===== config.mk =====
export PLATFORM = sky130hd
export DESIGN_NAME = pll_cfg_sequencer_flat
export DESIGN_NICKNAME = d
export VERILOG_FILES = /design/src/rtl/pll_cfg_pkg.sv /design/src/rtl/pll_cfg_sequencer_if.sv /design/src/rtl/pll_key_decode.sv /design/src/rtl/pll_cfg_sequencer.sv /design/src/flat_wrapper.sv
export SDC_FILE = /design/constraint.sdc
export NUM_CORES = 1
export LEC_CHECK = 0
export BUFFER_PORTS_ARGS = -buffer_cell sky130_fd_sc_hd__buf_2
export CORE_ASPECT_RATIO = 0.75
export CORE_MARGIN = 10
export CORE_UTILIZATION = 57
export DETAILED_ROUTE_END_ITERATION = 8
export PLACE_DENSITY = 0.82
export SYNTH_ARGS = -nofsm -noshare
export SYNTH_HDL_FRONTEND = slang
export SYNTH_SLANG_ARGS = --single-unit

===== constraint.sdc =====
create_clock -name clk -period 3.5 [get_ports clk]
set_clock_uncertainty 0.05 [all_clocks]
set_input_delay 0.35 -clock clk [delete_from_list [all_inputs] [get_ports clk]]
set_output_delay 0.35 -clock clk [all_outputs]
set_load 0.1 [all_outputs]

===== src/rtl/pll_cfg_pkg.sv =====
// Shared definitions for the video PLL configuration sequencer: keyboard
// scancodes for the number-row keys, scheme width and FSM state encoding.
package pll_cfg_pkg;

    localparam int SCHEME_W = 3;

    typedef logic [SCHEME_W-1:0] scheme_t;

    // Set-2 make codes for the number-row keys 1..8
    localparam logic [7:0] SC_KEY_1 = 8'h16;
    localparam logic [7:0] SC_KEY_2 = 8'h1E;
    localparam logic [7:0] SC_KEY_3 = 8'h26;
    localparam logic [7:0] SC_KEY_4 = 8'h25;
    localparam logic [7:0] SC_KEY_5 = 8'h2E;
    localparam logic [7:0] SC_KEY_6 = 8'h36;
    localparam logic [7:0] SC_KEY_7 = 8'h3D;
    localparam logic [7:0] SC_KEY_8 = 8'h3E;

    typedef enum logic [1:0] {
        IDLE     = 2'd0,
        ISSUE    = 2'd1,
        WAIT_RDY = 2'd2
    } cfg_state_e;

endpackage


===== src/rtl/pll_cfg_sequencer_if.sv =====
// Bundles the keyboard-event inputs, the PLL step/ready handshake and the
// status outputs of the PLL configuration sequencer.
interface pll_cfg_sequencer_if import pll_cfg_pkg::*; ();

    logic       kb_interrupt;
    logic [7:0] scancode;
    logic       released;
    logic       extended;
    logic       srdy;
    logic       sstep;
    scheme_t    state_sel;
    logic       busy;
    scheme_t    cur_scheme;
    logic       cfg_error;

    modport slave (
        input  kb_interrupt, scancode, released, extended, srdy,
        output sstep, state_sel, busy, cur_scheme, cfg_error
    );

    modport master (
        output kb_interrupt, scancode, released, extended, srdy,
        input  sstep, state_sel, busy, cur_scheme, cfg_error
    );

endinterface


===== src/rtl/pll_key_decode.sv =====
// Combinational decode of a PS/2 key event into a PLL scheme request.
// Only make codes of the unprefixed number-row keys 1..8 produce a request.
module pll_key_decode import pll_cfg_pkg::*; (
    input  logic [7:0] scancode,
    input  logic       released,
    input  logic       extended,
    output logic       valid,
    output scheme_t    scheme
);

    logic    key_hit_s;
    scheme_t key_scheme_s;

    // Map the number-row scancode to its scheme index
    always_comb begin
        key_hit_s    = 1'b0;
        key_scheme_s = 3'd0;
        case (scancode)
            SC_KEY_1: begin key_hit_s = 1'b1; key_scheme_s = 3'd0; end
            SC_KEY_2: begin key_hit_s = 1'b1; key_scheme_s = 3'd1; end
            SC_KEY_3: begin key_hit_s = 1'b1; key_scheme_s = 3'd2; end
            SC_KEY_4: begin key_hit_s = 1'b1; key_scheme_s = 3'd3; end
            SC_KEY_5: begin key_hit_s = 1'b1; key_scheme_s = 3'd4; end
            SC_KEY_6: begin key_hit_s = 1'b1; key_scheme_s = 3'd5; end
            SC_KEY_7: begin key_hit_s = 1'b1; key_scheme_s = 3'd6; end
            SC_KEY_8: begin key_hit_s = 1'b1; key_scheme_s = 3'd7; end
            default:  begin key_hit_s = 1'b0; key_scheme_s = 3'd0; end
        endcase
    end

    // Break codes and E0-prefixed codes (keypad etc.) never select a scheme
    always_comb begin
        valid  = 1'b0;
        scheme = 3'd0;
        if (released || extended) begin
            valid  = 1'b0;
            scheme = 3'd0;
        end else begin
            valid  = key_hit_s;
            scheme = key_scheme_s;
        end
    end

endmodule


===== src/rtl/pll_cfg_sequencer.sv =====
// Turns number-row key presses into video PLL reconfiguration requests.
// Holds one pending request (latest wins), issues a one-cycle sstep, waits
// for srdy with a timeout, and tracks the acknowledged scheme and errors.
module pll_cfg_sequencer import pll_cfg_pkg::*; #(
    parameter scheme_t     DEFAULT_SCHEME = 3'd0,
    parameter bit          AUTO_START     = 1'b1,
    parameter int unsigned TIMEOUT_CYCLES = 32'd65535
) (
    input  logic                clk,
    input  logic                rst,
    pll_cfg_sequencer_if.slave  bus
);

    localparam int CNT_W = $clog2(TIMEOUT_CYCLES + 32'd1);
    localparam logic [CNT_W-1:0] TMO_LAST = CNT_W'(TIMEOUT_CYCLES - 32'd1);
    localparam logic [CNT_W-1:0] CNT_ZERO = {CNT_W{1'b0}};
    localparam logic [CNT_W-1:0] CNT_ONE  = {{(CNT_W-1){1'b0}}, 1'b1};

    logic             dec_valid_s;
    scheme_t          dec_scheme_s;

    cfg_state_e       state_r;
    cfg_state_e       state_next_s;
    logic             pend_valid_r;
    logic             pend_valid_next_s;
    scheme_t          pend_scheme_r;
    scheme_t          pend_scheme_next_s;
    scheme_t          state_sel_r;
    scheme_t          state_sel_next_s;
    scheme_t          cur_scheme_r;
    scheme_t          cur_scheme_next_s;
    logic             cfg_error_r;
    logic             cfg_error_next_s;
    logic [CNT_W-1:0] tmo_cnt_r;
    logic [CNT_W-1:0] tmo_cnt_next_s;
    logic             sstep_r;
    logic             busy_r;

    logic             req_s;
    logic             req_drop_s;
    logic             consume_s;

    pll_key_decode u_decode (
        .scancode (bus.scancode),
        .released (bus.released),
        .extended (bus.extended),
        .valid    (dec_valid_s),
        .scheme   (dec_scheme_s)
    );

    // Qualify the key event; a request for the already-active scheme is
    // redundant only when nothing is queued, nothing is running and the
    // last reconfiguration succeeded
    always_comb begin
        req_s      = bus.kb_interrupt & dec_valid_s;
        req_drop_s = 1'b0;
        if ((dec_scheme_s == cur_scheme_r) && !pend_valid_r &&
            (state_r == IDLE) && !cfg_error_r) begin
            req_drop_s = 1'b1;
        end else begin
            req_drop_s = 1'b0;
        end
    end

    // Sequencer next-state logic: issue, then wait for ready or timeout
    always_comb begin
        state_next_s      = state_r;
        state_sel_next_s  = state_sel_r;
        cur_scheme_next_s = cur_scheme_r;
        cfg_error_next_s  = cfg_error_r;
        tmo_cnt_next_s    = tmo_cnt_r;
        consume_s         = 1'b0;
        case (state_r)
            IDLE: begin
                if (pend_valid_r) begin
                    state_sel_next_s = pend_scheme_r;
                    consume_s        = 1'b1;
                    state_next_s     = ISSUE;
                end else begin
                    state_next_s     = IDLE;
                end
            end
            ISSUE: begin
                tmo_cnt_next_s = CNT_ZERO;
                state_next_s   = WAIT_RDY;
            end
            WAIT_RDY: begin
                if (bus.srdy) begin
                    cur_scheme_next_s = state_sel_r;
                    cfg_error_next_s  = 1'b0;
                    state_next_s      = IDLE;
                end else if (tmo_cnt_r == TMO_LAST) begin
                    cfg_error_next_s  = 1'b1;
                    state_next_s      = IDLE;
                end else begin
                    tmo_cnt_next_s    = tmo_cnt_r + CNT_ONE;
                end
            end
            default: begin
                state_next_s = IDLE;
            end
        endcase
    end

    // One-deep pending slot: a new request wins over both the held entry
    // and the IDLE consume happening in the same cycle
    always_comb begin
        pend_valid_next_s  = pend_valid_r;
        pend_scheme_next_s = pend_scheme_r;
        if (req_s && !req_drop_s) begin
            pend_valid_next_s  = 1'b1;
            pend_scheme_next_s = dec_scheme_s;
        end else if (consume_s) begin
            pend_valid_next_s  = 1'b0;
            pend_scheme_next_s = pend_scheme_r;
        end else begin
            pend_valid_next_s  = pend_valid_r;
            pend_scheme_next_s = pend_scheme_r;
        end
    end

    // Sequencer state, pending slot and scheme tracking registers
    always_ff @(posedge clk or posedge rst) begin
        if (rst) begin
            state_r       <= IDLE;
            pend_valid_r  <= AUTO_START;
            pend_scheme_r <= DEFAULT_SCHEME;
            state_sel_r   <= DEFAULT_SCHEME;
            cur_scheme_r  <= DEFAULT_SCHEME;
            cfg_error_r   <= 1'b0;
            tmo_cnt_r     <= CNT_ZERO;
        end else begin
            state_r       <= state_next_s;
            pend_valid_r  <= pend_valid_next_s;
            pend_scheme_r <= pend_scheme_next_s;
            state_sel_r   <= state_sel_next_s;
            cur_scheme_r  <= cur_scheme_next_s;
            cfg_error_r   <= cfg_error_next_s;
            tmo_cnt_r     <= tmo_cnt_next_s;
        end
    end

    // Registered strobe and busy flag; sstep follows the ISSUE cycle
    always_ff @(posedge clk or posedge rst) begin
        if (rst) begin
            sstep_r <= 1'b0;
            busy_r  <= AUTO_START;
        end else begin
            sstep_r <= (state_r == ISSUE);
            busy_r  <= pend_valid_next_s | (state_next_s != IDLE);
        end
    end

    assign bus.sstep      = sstep_r;
    assign bus.state_sel  = state_sel_r;
    assign bus.busy       = busy_r;
    assign bus.cur_scheme = cur_scheme_r;
    assign bus.cfg_error  = cfg_error_r;

endmodule


===== src/flat_wrapper.sv =====
// flat-port wrapper written by rule: the top's interface ports become plain ports
module pll_cfg_sequencer_flat import pll_cfg_pkg::*;
#(
    parameter scheme_t     DEFAULT_SCHEME = 3'd0,
    parameter bit          AUTO_START     = 1'b1,
    parameter int unsigned TIMEOUT_CYCLES = 32'd65535
)
  (clk, rst, bus_kb_interrupt, bus_scancode, bus_released, bus_extended, bus_srdy, bus_sstep, bus_state_sel, bus_busy, bus_cur_scheme, bus_cfg_error);
  pll_cfg_sequencer_if bus_i ();
  input  logic clk;
  input  logic rst;
  input wire logic [$bits(bus_i.kb_interrupt)-1:0] bus_kb_interrupt;
  input wire logic [$bits(bus_i.scancode)-1:0] bus_scancode;
  input wire logic [$bits(bus_i.released)-1:0] bus_released;
  input wire logic [$bits(bus_i.extended)-1:0] bus_extended;
  input wire logic [$bits(bus_i.srdy)-1:0] bus_srdy;
  output wire logic [$bits(bus_i.sstep)-1:0] bus_sstep;
  output wire logic [$bits(bus_i.state_sel)-1:0] bus_state_sel;
  output wire logic [$bits(bus_i.busy)-1:0] bus_busy;
  output wire logic [$bits(bus_i.cur_scheme)-1:0] bus_cur_scheme;
  output wire logic [$bits(bus_i.cfg_error)-1:0] bus_cfg_error;
  assign bus_i.kb_interrupt = bus_kb_interrupt;
  assign bus_i.scancode = bus_scancode;
  assign bus_i.released = bus_released;
  assign bus_i.extended = bus_extended;
  assign bus_i.srdy = bus_srdy;
  assign bus_sstep = bus_i.sstep;
  assign bus_state_sel = bus_i.state_sel;
  assign bus_busy = bus_i.busy;
  assign bus_cur_scheme = bus_i.cur_scheme;
  assign bus_cfg_error = bus_i.cfg_error;
  pll_cfg_sequencer #(.DEFAULT_SCHEME(DEFAULT_SCHEME), .AUTO_START(AUTO_START), .TIMEOUT_CYCLES(TIMEOUT_CYCLES)) u_core (.clk(clk), .rst(rst), .bus(bus_i));
endmodule

==> run summary <==
Die ar. -> 5480 µm²
GR met2 Demand/Resource -> 22.2%
Mapped Area -> 1650 µm²
Pleak -> 0.906 nW
DRC violations left -> 0
R2R depth -> 5
CP Data Arrival Time -> 2.50 ns
Clock tree buffer depth -> 2
Distinct cell type count after synthesis -> 41
CTS-repair resized insts -> 0
Share of cells above drive strength 1 -> 24.7%
Met1 Use GR -> 18.7%
Area of the core -> 2680 µm²
Minimum clock period -> 2.36 ns
Routed WL per cell -> 16.5 µm
CTS tree -> yes
Switching pwr -> 0.000246 W
Final Setup Violations -> 0
Synthesized Nets -> 176
CTS Sinks -> 31
Initial antenna violation count -> 0
Antenna Cells -> 0
Seq/Total Area, Yosys -> 47.0%
GRT Total Usage -> 14.9%
Hold Path Class -> in2reg
Number of flops mapped to enable cells by yosys -> 0
Max-slew violation count -> 0
Ys flop type -> dfrtp_1
I/O Buffers -> 22
Synthesized instance count -> 160
Vias per cell -> 5.79
Outcome -> finished clean
Site Rows -> 16
DR vias -> 1286
Routed Antenna Nets -> 0
Flop pwr share -> 48.5%
Sw frac -> 29.3%
First-pass GRT wire length -> 6090 µm
Clock transition at path regs -> 0.07 ns
Pin count of the biggest net entering global routing -> 32
Synth Register Bits -> 31
Clk pwr share -> 36.6%
Setup TNS -> 0 ns
R2R Path End -> u_core.tmo_cnt_r[9]
Final #Nets -> 201
Startpoint types -> flop
Ports -> 23
Mapped Avg Cell Area -> 10.3 µm²
Peak VDD IR -> 295 µV
Cell-internal power -> 0.000596 W
Iter 0 DRT Violations -> 245
Final hold viol count -> 0
Syn. warnings -> 0
Worst flop-to-flop path startpoint -> u_core.tmo_cnt_r[7]
Hold depth -> 2
Hold slack final -> 0.223 ns
Clk root buf -> clkbuf_8
Unrepaired setup endpoints after global routing -> no
Hold_sp -> bus_srdy
Die Span Y -> 66.7 µm
Number of global-route vias before repair -> 1249
DR pass1 iterations -> 4
Async SR Flop Fraction -> 100%
P per Cell Area -> 450 nW/µm²
Routed wire length -> 3660 µm
Slew of the pin with the lowest slew margin -> 1.16 ns
Peak Freq -> 0.423 GHz
TritonCTS Buffers -> 5
RD Place Congestion -> 0.903
Post-DP HPWL -> 2770 µm
Clock latency at the later pin of the worst-skew pair -> 0.29 ns
Comb pwr share -> 14.9%
Setup crit end -> u_core.tmo_cnt_r[9]
Starting Density -> 61.7%
Timing startpoint of the critical path -> u_core.tmo_cnt_r[7]
Die W -> 82.2 µm
Setup bufs post-CTS -> 0
Critical Path RT -> 3.64 ns
R2R Setup Slk -> 1.14 ns
Area delta synth->final -> 13.1%
Final core utilization -> 69.7%
Critical Path End Type -> flop
Max_cap viols -> 0
H-tree Lvls -> 2
Met3 Use GR -> 4.56%
Busiest grt layer -> met2
Crit share post-route -> 67.5%
WS Path Type -> reg2reg
Crit Path Max Fanout -> 21
GRT overflow -> 0
Slew margin rel. -> 22.6%
CTS Hold Bufs -> 0
metal layers:
layer	part of all wire, %	vias up
met4	2.1	0
li1	-	625
met5	0	-
met2	48	48
met3	6.9	7
met1	43	606
worst min-delay path by stage:
stage                                 to  slack [ns]
finish              u_core.bus.cfg_error        0.22
global route        u_core.bus.cfg_error        0.23
CTS                 u_core.bus.cfg_error        0.21
detailed placement  u_core.tmo_cnt_r[15]        0.43
global placement    u_core.tmo_cnt_r[15]        0.41
floorplan           u_core.bus.cfg_error        0.39
metrics by stage:
step / power [W] / area (µm²) / setup WS (ns) / instances
6_report: 0.000842 / 1870 / 1.14 / 222
4_1_cts: 0.000850 / 1870 / 1.17 / 222
3_3_place_gp: 0.000531 / 1770 / 1.36 / 214
2_1_floorplan: 0.000503 / 1650 / 1.33 / 160
5_1_grt: 0.000888 / 1870 / 1.00 / 222
3_5_place_dp: 0.000539 / 1770 / 1.18 / 214
cells in the final DEF, fill, tap and decap left out, types with 2 or more instances in the layout:
cell,instances
inv_1,5
o21ai_0,8
mux2i_1,7
nor4_1,7
a21oi_1,3
nor2_1,15
nand3_1,8
xor2_1,2
dfstp_2,2
nor3b_1,3
dfrtp_1,29
buf_2,22
nand4_1,3
nor3_1,5
nand2b_1,3
xnor2_1,6
mux2_2,6
ha_1,2
clkbuf_8,7
mux2_4,2
a21o_1,3
nand2_1,18
flip-flops by register name (all words and copies together) (netlist names):
| signal | flops |
|---|---|
| u_core.bus.cur_scheme | 3 |
| u_core.bus.state_sel | 3 |
| u_core.bus.cfg_error | 1 |
| u_core.pend_scheme_r | 3 |
| u_core.bus.busy | 1 |
| u_core.bus.sstep | 1 |
| u_core.tmo_cnt_r | 16 |
| u_core.pend_valid_r | 1 |
| u_core.state_r | 2 |
power groups by stage:
stage | Sequential (W) | Combinational, W | Clock (W)
2_1_floorplan | 0.000453 | 0.0000497 | 0
6_report | 0.000408 | 0.000126 | 0.000308
5_1_grt | 0.000413 | 0.000136 | 0.000339
4_1_cts | 0.000408 | 0.000127 | 0.000316
3_5_place_dp | 0.000414 | 0.000125 | 0
3_3_place_gp | 0.000411 | 0.000119 | 0
cell usage after synthesis (5+ instances only):
| cell type | instances | area, µm² |
|---|---|---|
| dfrtp_1 | 29 | 726 |
| nand2_1 | 18 | 67.6 |
| nor2_1 | 15 | 56.3 |
| nand3_1 | 8 | 40.0 |
| o21ai_0 | 8 | 40.0 |
| mux2i_1 | 7 | 70.1 |
| nor4_1 | 7 | 43.8 |
| mux2_2 | 6 | 67.6 |
| xnor2_1 | 6 | 52.6 |
| inv_1 | 5 | 18.8 |
| nor3_1 | 5 | 25.0 |
layout make-up:
class | instances | area (µm²)
Timing Repair Buffer | 22 | 110
Fill cell | 207 | 812
Multi-Input combinational cell | 120 | 818
Sequential cell | 31 | 778
Clock buffer | 8 | 100
Inverter | 5 | 18.8
Tap cell | 36 | 45.0
kinds of logic (layout without fill, tap and decap cells):
kind of cell / after synthesis / count (layout) / share of synthesized area (%)
multiplexers: 15 / 15 / 10.1
flip-flops: 31 / 31 / 47.1
adder cells (fa/ha/maj): 2 / 2 / 1.51
XOR/XNOR: 8 / 8 / 4.24
buffers and inverters: 9 / 35 / 3.48
AND/OR/NAND/NOR: 73 / 73 / 23.8
AO/OA/AOI/OAI: 22 / 22 / 9.83
worst max-delay path: stages (launching register included):
cell	delay [ns]
dfrtp_1	0.45
and4_4	0.29
nand4_2	0.17
o311ai_4	0.82
o21ai_0	0.25
a21o_1	0.22
No activity file was read; power rests on OpenSTA's default activity.
